===== src/rtl/seven_seg_pkg.sv =====
// Shared definitions for the seven-segment display path: anode codes, scan
// states and the committed display value bundle.
package seven_seg_pkg;

  localparam int NUM_DIGITS = 4;

  localparam logic [3:0] ANODE_R   = 4'b1110;
  localparam logic [3:0] ANODE_RC  = 4'b1101;
  localparam logic [3:0] ANODE_LC  = 4'b1011;
  localparam logic [3:0] ANODE_L   = 4'b0111;
  localparam logic [3:0] ANODE_OFF = 4'b1111;

  typedef enum logic [1:0] {
    S_OFF,
    S_BLANK,
    S_DRIVE
  } scan_state_t;

  typedef struct packed {
    logic [3:0] val;
    logic [3:0] lower_y;
    logic [3:0] upper_y;
  } disp_vals_t;

  function automatic logic [3:0] digit_anode(input logic [1:0] idx);
    case (idx)
      2'd0:    digit_anode = ANODE_R;
      2'd1:    digit_anode = ANODE_RC;
      2'd2:    digit_anode = ANODE_LC;
      default: digit_anode = ANODE_L;
    endcase
  endfunction

endpackage


===== src/rtl/scan_timer.sv =====
// Loadable down-counter; done is high while the count sits at zero, so an
// interval loaded with N-1 lasts exactly N cycles.
module scan_timer #(
  parameter int WIDTH = 17
) (
  input  logic             clk,
  input  logic             rst_n,
  input  logic             load,
  input  logic [WIDTH-1:0] load_val,
  output logic             done
);

  logic [WIDTH-1:0] cnt_q, cnt_d;

  always_comb begin
    cnt_d = cnt_q;
    if (load) begin
      cnt_d = load_val;
    end else if (cnt_q != '0) begin
      cnt_d = cnt_q - WIDTH'(1);
    end
  end

  // NOTE: state registers use non-blocking assignments so every flop samples
  // the pre-edge values of the others, regardless of process ordering.
  always_ff @(posedge clk or negedge rst_n) begin
    if (!rst_n) cnt_q <= '0;
    else        cnt_q <= cnt_d;
  end

  assign done = (cnt_q == '0);

endmodule


===== src/rtl/seven_seg_scan_ctrl.sv =====
// Four-digit seven-segment scan controller: blanked anode rotation plus
// frame-aligned commit of display values through a load/ack handshake.
module seven_seg_scan_ctrl
  import seven_seg_pkg::*;
#(
  parameter int PRESCALE     = 100000,
  parameter int BLANK_CYCLES = 1000
) (
  input  logic       clk,
  input  logic       rst_n,
  input  logic       en,
  input  logic       load,
  input  logic [3:0] val_in,
  input  logic [3:0] lower_y_in,
  input  logic [3:0] upper_y_in,
  output logic [3:0] anode,
  output logic [3:0] val,
  output logic [3:0] lower_y,
  output logic [3:0] upper_y,
  output logic       load_ack,
  output logic       frame_tick
);

  localparam int CNT_W = $clog2(PRESCALE);
  localparam logic [CNT_W-1:0] BLANK_LOAD = CNT_W'(BLANK_CYCLES - 1);
  localparam logic [CNT_W-1:0] DRIVE_LOAD = CNT_W'(PRESCALE - BLANK_CYCLES - 1);

  scan_state_t      state_q, state_d;
  logic [1:0]       idx_q, idx_d;
  logic [3:0]       anode_q, anode_d;
  disp_vals_t       shadow_q, shadow_d;
  disp_vals_t       pend_q, pend_d;
  logic             pend_vld_q, pend_vld_d;
  logic             ack_q, ack_d;
  logic             tick_q, tick_d;
  logic             tmr_load, tmr_done;
  logic [CNT_W-1:0] tmr_val;
  logic             frame_start, commit;
  disp_vals_t       in_vals;

  scan_timer #(.WIDTH(CNT_W)) u_timer (
    .clk      (clk),
    .rst_n    (rst_n),
    .load     (tmr_load),
    .load_val (tmr_val),
    .done     (tmr_done)
  );

  // NOTE: every combinational output is defaulted first so no path through
  // the case/if tree leaves one unassigned and infers a latch.
  always_comb begin
    state_d  = state_q;
    idx_d    = idx_q;
    tmr_load = 1'b0;
    tmr_val  = '0;
    if (!en) begin
      state_d  = S_OFF;
      idx_d    = 2'd0;
      tmr_load = 1'b1;
    end else begin
      case (state_q)
        S_OFF: begin
          state_d  = S_BLANK;
          idx_d    = 2'd0;
          tmr_load = 1'b1;
          tmr_val  = BLANK_LOAD;
        end
        S_BLANK: if (tmr_done) begin
          state_d  = S_DRIVE;
          tmr_load = 1'b1;
          tmr_val  = DRIVE_LOAD;
        end
        S_DRIVE: if (tmr_done) begin
          state_d  = S_BLANK;
          idx_d    = idx_q + 2'd1;
          tmr_load = 1'b1;
          tmr_val  = BLANK_LOAD;
        end
        default: state_d = S_OFF;
      endcase
    end

    // Anode is computed from the next state so the register itself is the output.
    anode_d     = (state_d == S_DRIVE) ? digit_anode(idx_d) : ANODE_OFF;
    frame_start = (state_d == S_BLANK) && (state_q != S_BLANK) && (idx_d == 2'd0);
    commit      = frame_start || (state_q == S_OFF);
    tick_d      = frame_start;

    in_vals.val     = val_in;
    in_vals.lower_y = lower_y_in;
    in_vals.upper_y = upper_y_in;

    shadow_d   = shadow_q;
    pend_d     = pend_q;
    pend_vld_d = pend_vld_q;
    ack_d      = 1'b0;
    if (commit) begin
      // A load on the commit edge is newer than anything pending, so it wins.
      if (load) begin
        shadow_d = in_vals;
        ack_d    = 1'b1;
      end else if (pend_vld_q) begin
        shadow_d = pend_q;
        ack_d    = 1'b1;
      end
      pend_vld_d = 1'b0;
    end else if (load) begin
      pend_d     = in_vals;
      pend_vld_d = 1'b1;
    end
  end

  // NOTE: pending data is reset along with its valid flag; it is only a few
  // bits, and a clean reset keeps it out of X-propagation debates.
  always_ff @(posedge clk or negedge rst_n) begin
    if (!rst_n) begin
      state_q    <= S_OFF;
      idx_q      <= 2'd0;
      anode_q    <= ANODE_OFF;
      shadow_q   <= '0;
      pend_q     <= '0;
      pend_vld_q <= 1'b0;
      ack_q      <= 1'b0;
      tick_q     <= 1'b0;
    end else begin
      state_q    <= state_d;
      idx_q      <= idx_d;
      anode_q    <= anode_d;
      shadow_q   <= shadow_d;
      pend_q     <= pend_d;
      pend_vld_q <= pend_vld_d;
      ack_q      <= ack_d;
      tick_q     <= tick_d;
    end
  end

  assign anode      = anode_q;
  assign val        = shadow_q.val;
  assign lower_y    = shadow_q.lower_y;
  assign upper_y    = shadow_q.upper_y;
  assign load_ack   = ack_q;
  assign frame_tick = tick_q;

endmodule

===== config.mk =====
export PLATFORM = sky130hd
export DESIGN_NAME = seven_seg_scan_ctrl
export DESIGN_NICKNAME = d
export VERILOG_FILES = /design/src/rtl/seven_seg_pkg.sv /design/src/rtl/scan_timer.sv /design/src/rtl/seven_seg_scan_ctrl.sv
export SDC_FILE = /design/constraint.sdc
export NUM_CORES = 1
export LEC_CHECK = 0
export BUFFER_PORTS_ARGS = -buffer_cell sky130_fd_sc_hd__buf_2
export CORE_MARGIN = 2
export CORE_UTILIZATION = 51
export CTS_CLUSTER_SIZE = 8
export DETAILED_ROUTE_END_ITERATION = 16
export GPL_ROUTABILITY_DRIVEN = 0
export PLACE_DENSITY = 0.71
export SYNTH_ARGS = -nofsm -noshare
export SYNTH_HDL_FRONTEND = slang
export SYNTH_HIERARCHICAL = 1
export SYNTH_SLANG_ARGS = --single-unit

===== constraint.sdc =====
create_clock -name clk -period 3.8 [get_ports clk]
set_input_delay 0.57 -clock clk [delete_from_list [all_inputs] [get_ports clk]]
set_output_delay 0.57 -clock clk [all_outputs]
set_load 0.02 [all_outputs]

==> flow_metrics.tcl, run 1 <==
set metrics [dict create \
    status "finished, final reports clean" \
    critPathArrivalTime_ps 3630 \
    overflow 0 \
    synth_ff_type "dfrtp_1" \
    crit_type "reg -> reg" \
    reg2reg_depth 10 \
    worstSkewPairLatency_ps 310 \
    grt_pass1_wl_mm 9.85 \
    period_share 0.902 \
    path_clk_slew_ps 90 \
    drt_iter0_drc 144 \
    cts.sinks 52 \
    postCtsHoldBufs 0 \
    ys_async_sr_fraction 1.00 \
    totalWireLength_mm 5.69 \
    ys_warn_count 6 \
    grt_max_degree 32 \
    tritoncts "yes" \
    htree_num_levels 2 \
    rows 26 \
    fmax_ghz 0.292 \
    start_util 0.538 \
    slew_violations 0 \
    reg2reg_from "u_timer/cnt_q[0]" \
    p_comb_frac 0.221 \
    power_density_nw_per_um2 428 \
    vias 2067 \
    layout_common_cells "48 x dfrtp_1, 43 x nand2_1, 33 x buf_2, 13 x o31ai_1" \
    rrSetupSlack_ps 370 \
    p_int_uw 953 \
    p_sw_uw 395 \
    synth_largest_area_cell "dfrtp_1" \
    cts_resized 0 \
    root_buffer "clkbuf_8" \
    fin_nets 321 \
    vias_per_cell 5.57 \
    dieArea_um2 6100 \
    core_um2 5200 \
    final_util 0.606 \
    drc_errors 0 \
    cts_made_buffers 5 \
    antenna_found_initial 0 \
    synth_cell_types 59 \
    grt_pass1_vias 2067 \
    die_width_um 78.1 \
    num_antenna_cells 0 \
    fin_worst_skew_ps 6.79 \
    relSlewSlack 0.348 \
    drv_cap 0 \
    dp_cells 363 \
    io_pins 34 \
    post-route-cell-area_um2 3150 \
    seq_power_share 0.493 \
    dp_hpwl_mm 4.02 \
    syn_to_final_growth_pct 12.6 \
    synth_seq_cells 52 \
    whs_ps 225 \
    first_pass_iters 4 \
    setup_tns_ps 0 \
    final_common_cell "dfrtp_1" \
    tightest_slew_ps 978 \
    ys_seq_area_frac 0.466 \
    num-fill-cells 464 \
    min_path_type "in -> async" \
    grt.total_usage 0.205 \
    numPortBuffers 33 \
    layout-drive-gt1-share 0.279 \
    ant_nets 0 \
    setup_violations 0 \
    hold_violations 0 \
    fin_cells 371 \
    synth_top_cell_area_share 0.429 \
    syn_area_per_cell_um2 10.6 \
    synth-edff-count 0 \
    netlist_area_um2 2800 \
    endpoint_kind "flip-flop" \
    reg2reg_to "lower_y[1]" \
    die_h_um 78.1 \
    cp-start-kind "flip-flop" \
    placed_cell_area_um2 3040 \
    cts_buffer_depth 2 \
    post-cts-setup-buffers 0 \
    required_ps 4000 \
    post_drt_wl_per_cell_um 15.3 \
    layout_min_cycle_time_ps 3430 \
    synth_area_leaders "dfrtp_1 43%, nand2_1 5.8%, mux2_4 4.8%" \
    grt_setup_unrepaired "false" \
    peakVddDrop_uv 225 \
    power_leakage_uw 0.00141 \
    path_max_fanout 13 \
    synthCells 264 \
    switching_share 0.293 \
    pwr-share-clk 0.286 \
]
[how the worst max path moves through the flow]
stage                     startpoint    endpoint
floorplan           u_timer/cnt_q[0]  lower_y[3]
global placement    u_timer/cnt_q[0]  lower_y[1]
detailed placement  u_timer/cnt_q[0]  lower_y[1]
CTS                 u_timer/cnt_q[0]  lower_y[1]
global route        u_timer/cnt_q[0]  lower_y[1]
finish              u_timer/cnt_q[0]  lower_y[1]
[cell type report]
class	instances	area (µm²)	area share
timing repair buffer	39	210	0.0667
inverter	9	33.8	0.0107
tap	70	87.6	0.0278
clock buffer	6	72.6	0.0230
clock inverter	2	38.8	0.0123
multi-input combinational	193	1400	0.445
sequential	52	1310	0.414
[metrics by stage]
step	total power, µW	setup slack [ps]
finish	1350	371
global placement	966	505
CTS	1360	364
floorplan	882	670
detailed placement	975	393
global route	1420	48.4
[Yosys cell counts, types with 2 or more instances]
cell	count
o21ai_0	3
nor3_1	6
xnor2_1	9
inv_1	9
nand2b_1	6
mux2_2	12
or4_1	2
a21boi_0	3
nand2_1	43
o31ai_1	13
buf_2	4
mux2_4	9
ha_1	5
nor2b_1	4
clkbuf_1	9
dfrtp_1	48
nor3b_1	2
nor4_1	4
nor2_1	10
o22ai_1	12
and3_1	2
or3_1	2
a21oi_1	3
mux2_1	3
nand4_1	2
xor2_1	3
dfstp_2	4
[sequential cells by signal, summed over array words and instances (netlist names)]
| signal | cells |
|---|---|
| state_q | 2 |
| u_timer/cnt_q | 17 |
| load_ack | 1 |
| upper_y | 4 |
| pend_vld_q | 1 |
| val | 4 |
| idx_q | 2 |
| lower_y | 4 |
| pend_q | 12 |
| frame_tick | 1 |
| anode | 4 |
[layer usage]
metal / share of wire / routed length, µm / global-route usage / vias up
met3: 0.052 / 294 / 0.0540 / 6
met1: 0.46 / 2600 / 0.266 / 1009
met4: 0.010 / 58 / 0.0579 / 0
met2: 0.48 / 2740 / 0.340 / 43
met5: 0 / 0 / 0 / -
li1: - / - / - / 1009
[power by group through the flow]
stage | logic, µW | clock network [µW] | registers (µW)
2_1_floorplan | 176 | 0 | 706
3_3_place_gp | 293 | 0 | 673
3_5_place_dp | 299 | 0 | 675
4_1_cts | 301 | 395 | 665
5_1_grt | 329 | 413 | 675
6_report | 298 | 385 | 665
[kinds of logic after synthesis]
family | count (synthesis) | synth area share
fa+ha+maj | 5 | 0.0223
flops | 52 | 0.466
simple gates | 95 | 0.180
xor+xnor | 12 | 0.0375
mux | 25 | 0.113
compound gates | 50 | 0.138
buf+inv | 24 | 0.0407
other cells | 1 | 0.00134
[worst max-delay path: stages (launching register included)]
cell      delay [ps]
dfrtp_1          390
inv_1            100
ha_1             230
nor4b_1          250
buf_4            180
nand2b_1         100
nor3_2           410
mux2i_2          320
a31oi_1          170
a211oi_4         790
mux2_1           390
(Power assumes the default switching activity.)
==> run 2, diff against run 1 <==
--- a/config.mk
+++ b/config.mk
@@ -6,12 +6,12 @@
 export NUM_CORES = 1
 export LEC_CHECK = 0
 export BUFFER_PORTS_ARGS = -buffer_cell sky130_fd_sc_hd__buf_2
-export CORE_MARGIN = 2
+export CORE_MARGIN = 1.5
 export CORE_UTILIZATION = 51
 export CTS_CLUSTER_SIZE = 8
 export DETAILED_ROUTE_END_ITERATION = 16
 export GPL_ROUTABILITY_DRIVEN = 0
-export PLACE_DENSITY = 0.71
+export PLACE_DENSITY = 0.81
 export SYNTH_ARGS = -nofsm -noshare
 export SYNTH_HDL_FRONTEND = slang
 export SYNTH_HIERARCHICAL = 1
==> run 2 against run 1 <==
Global-route usage about the same. Fmax increased by 3.4%. Worst hold slack got worse by 41 ps. Highest routed layer unchanged.
==> flow_metrics.tcl, run 2 (synthesis gave the netlist of run 1 again) <==
set metrics [dict create \
    slew_violations 0 \
    htree_num_levels 2 \
    core_um2 5200 \
    critPathArrivalTime_ps 3500 \
    hold_violations 0 \
    start_util 0.538 \
    tightest_slew_ps 936 \
    power_leakage_uw 0.00139 \
    drc_errors 0 \
    post_drt_wl_per_cell_um 15.2 \
    post-cts-setup-buffers 0 \
    antenna_found_initial 0 \
    cts_buffer_depth 2 \
    reg_top3 "u_timer/cnt_q (17), pend_q (12)" \
    period_share 0.872 \
    path_clk_slew_ps 90 \
    fmax_ghz 0.302 \
    first_pass_iters 4 \
    relSlewSlack 0.376 \
    syn_to_final_growth_pct 11.4 \
    crit_type "reg -> reg" \
    cts.sinks 52 \
    vias 2011 \
    endpoint_kind "flip-flop" \
    overflow 0 \
    io_pins 34 \
    cp-start-kind "flip-flop" \
    fin_worst_skew_ps 10.2 \
    top_register "u_timer/cnt_q" \
    post-route-cell-area_um2 3120 \
    cts_made_buffers 5 \
    drt_iter0_drc 120 \
    power_density_nw_per_um2 413 \
    register_area_um2 1310 \
    worstSkewPairLatency_ps 300 \
    grt_pass1_wl_mm 9.77 \
    numPortBuffers 33 \
    grt_setup_unrepaired "false" \
    num_antenna_cells 0 \
    status "finished, final reports clean" \
    num-fill-cells 428 \
    layout_common_cells "48 x dfrtp_1, 43 x nand2_1, 33 x buf_2, 13 x o31ai_1" \
    grt_pass1_vias 2103 \
    rows 26 \
    final_common_cell "dfrtp_1" \
    path_max_fanout 13 \
    min_path_type "in -> async" \
    multi_input_area_um2 1400 \
    root_buffer "clkbuf_8" \
    setup_tns_ps 0 \
    drv_cap 0 \
    cts_resized 0 \
    dp_hpwl_mm 3.91 \
    largest_reg_flops 17 \
    placed_cell_area_um2 3030 \
    peakVddDrop_uv 293 \
    grt_max_degree 37 \
    die_width_um 77.1 \
    tritoncts "yes" \
    required_ps 3980 \
    ant_nets 0 \
    die_h_um 77.1 \
    dieArea_um2 5940 \
    setup_violations 0 \
    fin_nets 319 \
    total_power_uw 1290 \
    vias_per_cell 5.45 \
    grt.total_usage 0.204 \
    layout-drive-gt1-share 0.274 \
    layout_min_cycle_time_ps 3310 \
    rrSetupSlack_ps 490 \
    postCtsHoldBufs 0 \
    totalWireLength_mm 5.63 \
]
[run 2: through the flow]
| step | hold slack (ps) | utilization | setup slack [ps] | instances |
|---|---|---|---|---|
| floorplan | 274 | - | 670 | 269 |
| global placement | 466 | 0.581 | 661 | 361 |
| detailed placement | 475 | 0.581 | 508 | 361 |
| CTS | 192 | 0.599 | 489 | 369 |
| global route | 213 | 0.599 | 205 | 369 |
| finish | 184 | 0.599 | 485 | 369 |
[run 2: path summary, 6_finish.rpt]
kind / endpoint / cells after the start / from
min in group clk: lower_y[2] / 1 / lower_y[2]
worst min-delay path: u_timer/cnt_q[11] / 1 / rst_n
worst max-delay path: lower_y[2] / 10 / u_timer/cnt_q[0]
worst max register to register: lower_y[2] / 10 / u_timer/cnt_q[0]
worst min register to register: lower_y[2] / 1 / lower_y[2]
max in group asynchronous: pend_q[4] / 2 / rst_n
[run 2: worst max-delay path, stage by stage, from the launching register on]
cell	delay (ps)
dfrtp_1	400
inv_1	100
ha_1	210
nor4b_1	260
buf_4	180
nand2b_1	90
nor3_2	310
mux2i_2	320
a31oi_1	160
a211oi_4	780
mux2_1	380
[run 2: power by group]
group	internal [µW]	switching [µW]	total, µW
logic	133	165	298
registers	620	46.0	666
clock network	148	178	326
total	901	389	1290
[run 2: layout make-up]
class	instances	area share
Inverter	9	0.0108
Tap cell	70	0.0281
Clock inverter	1	0.00241
Timing Repair Buffer	37	0.0626
Clock buffer	7	0.0277
Sequential cell	52	0.419
Multi-Input combinational cell	193	0.450
[run 2: metal layers]
metal,track usage,share of wire
met1,0.272,0.47
met2,0.335,0.50
met5,0,0
met3,0.0405,0.028
met4,0.0673,0.0062
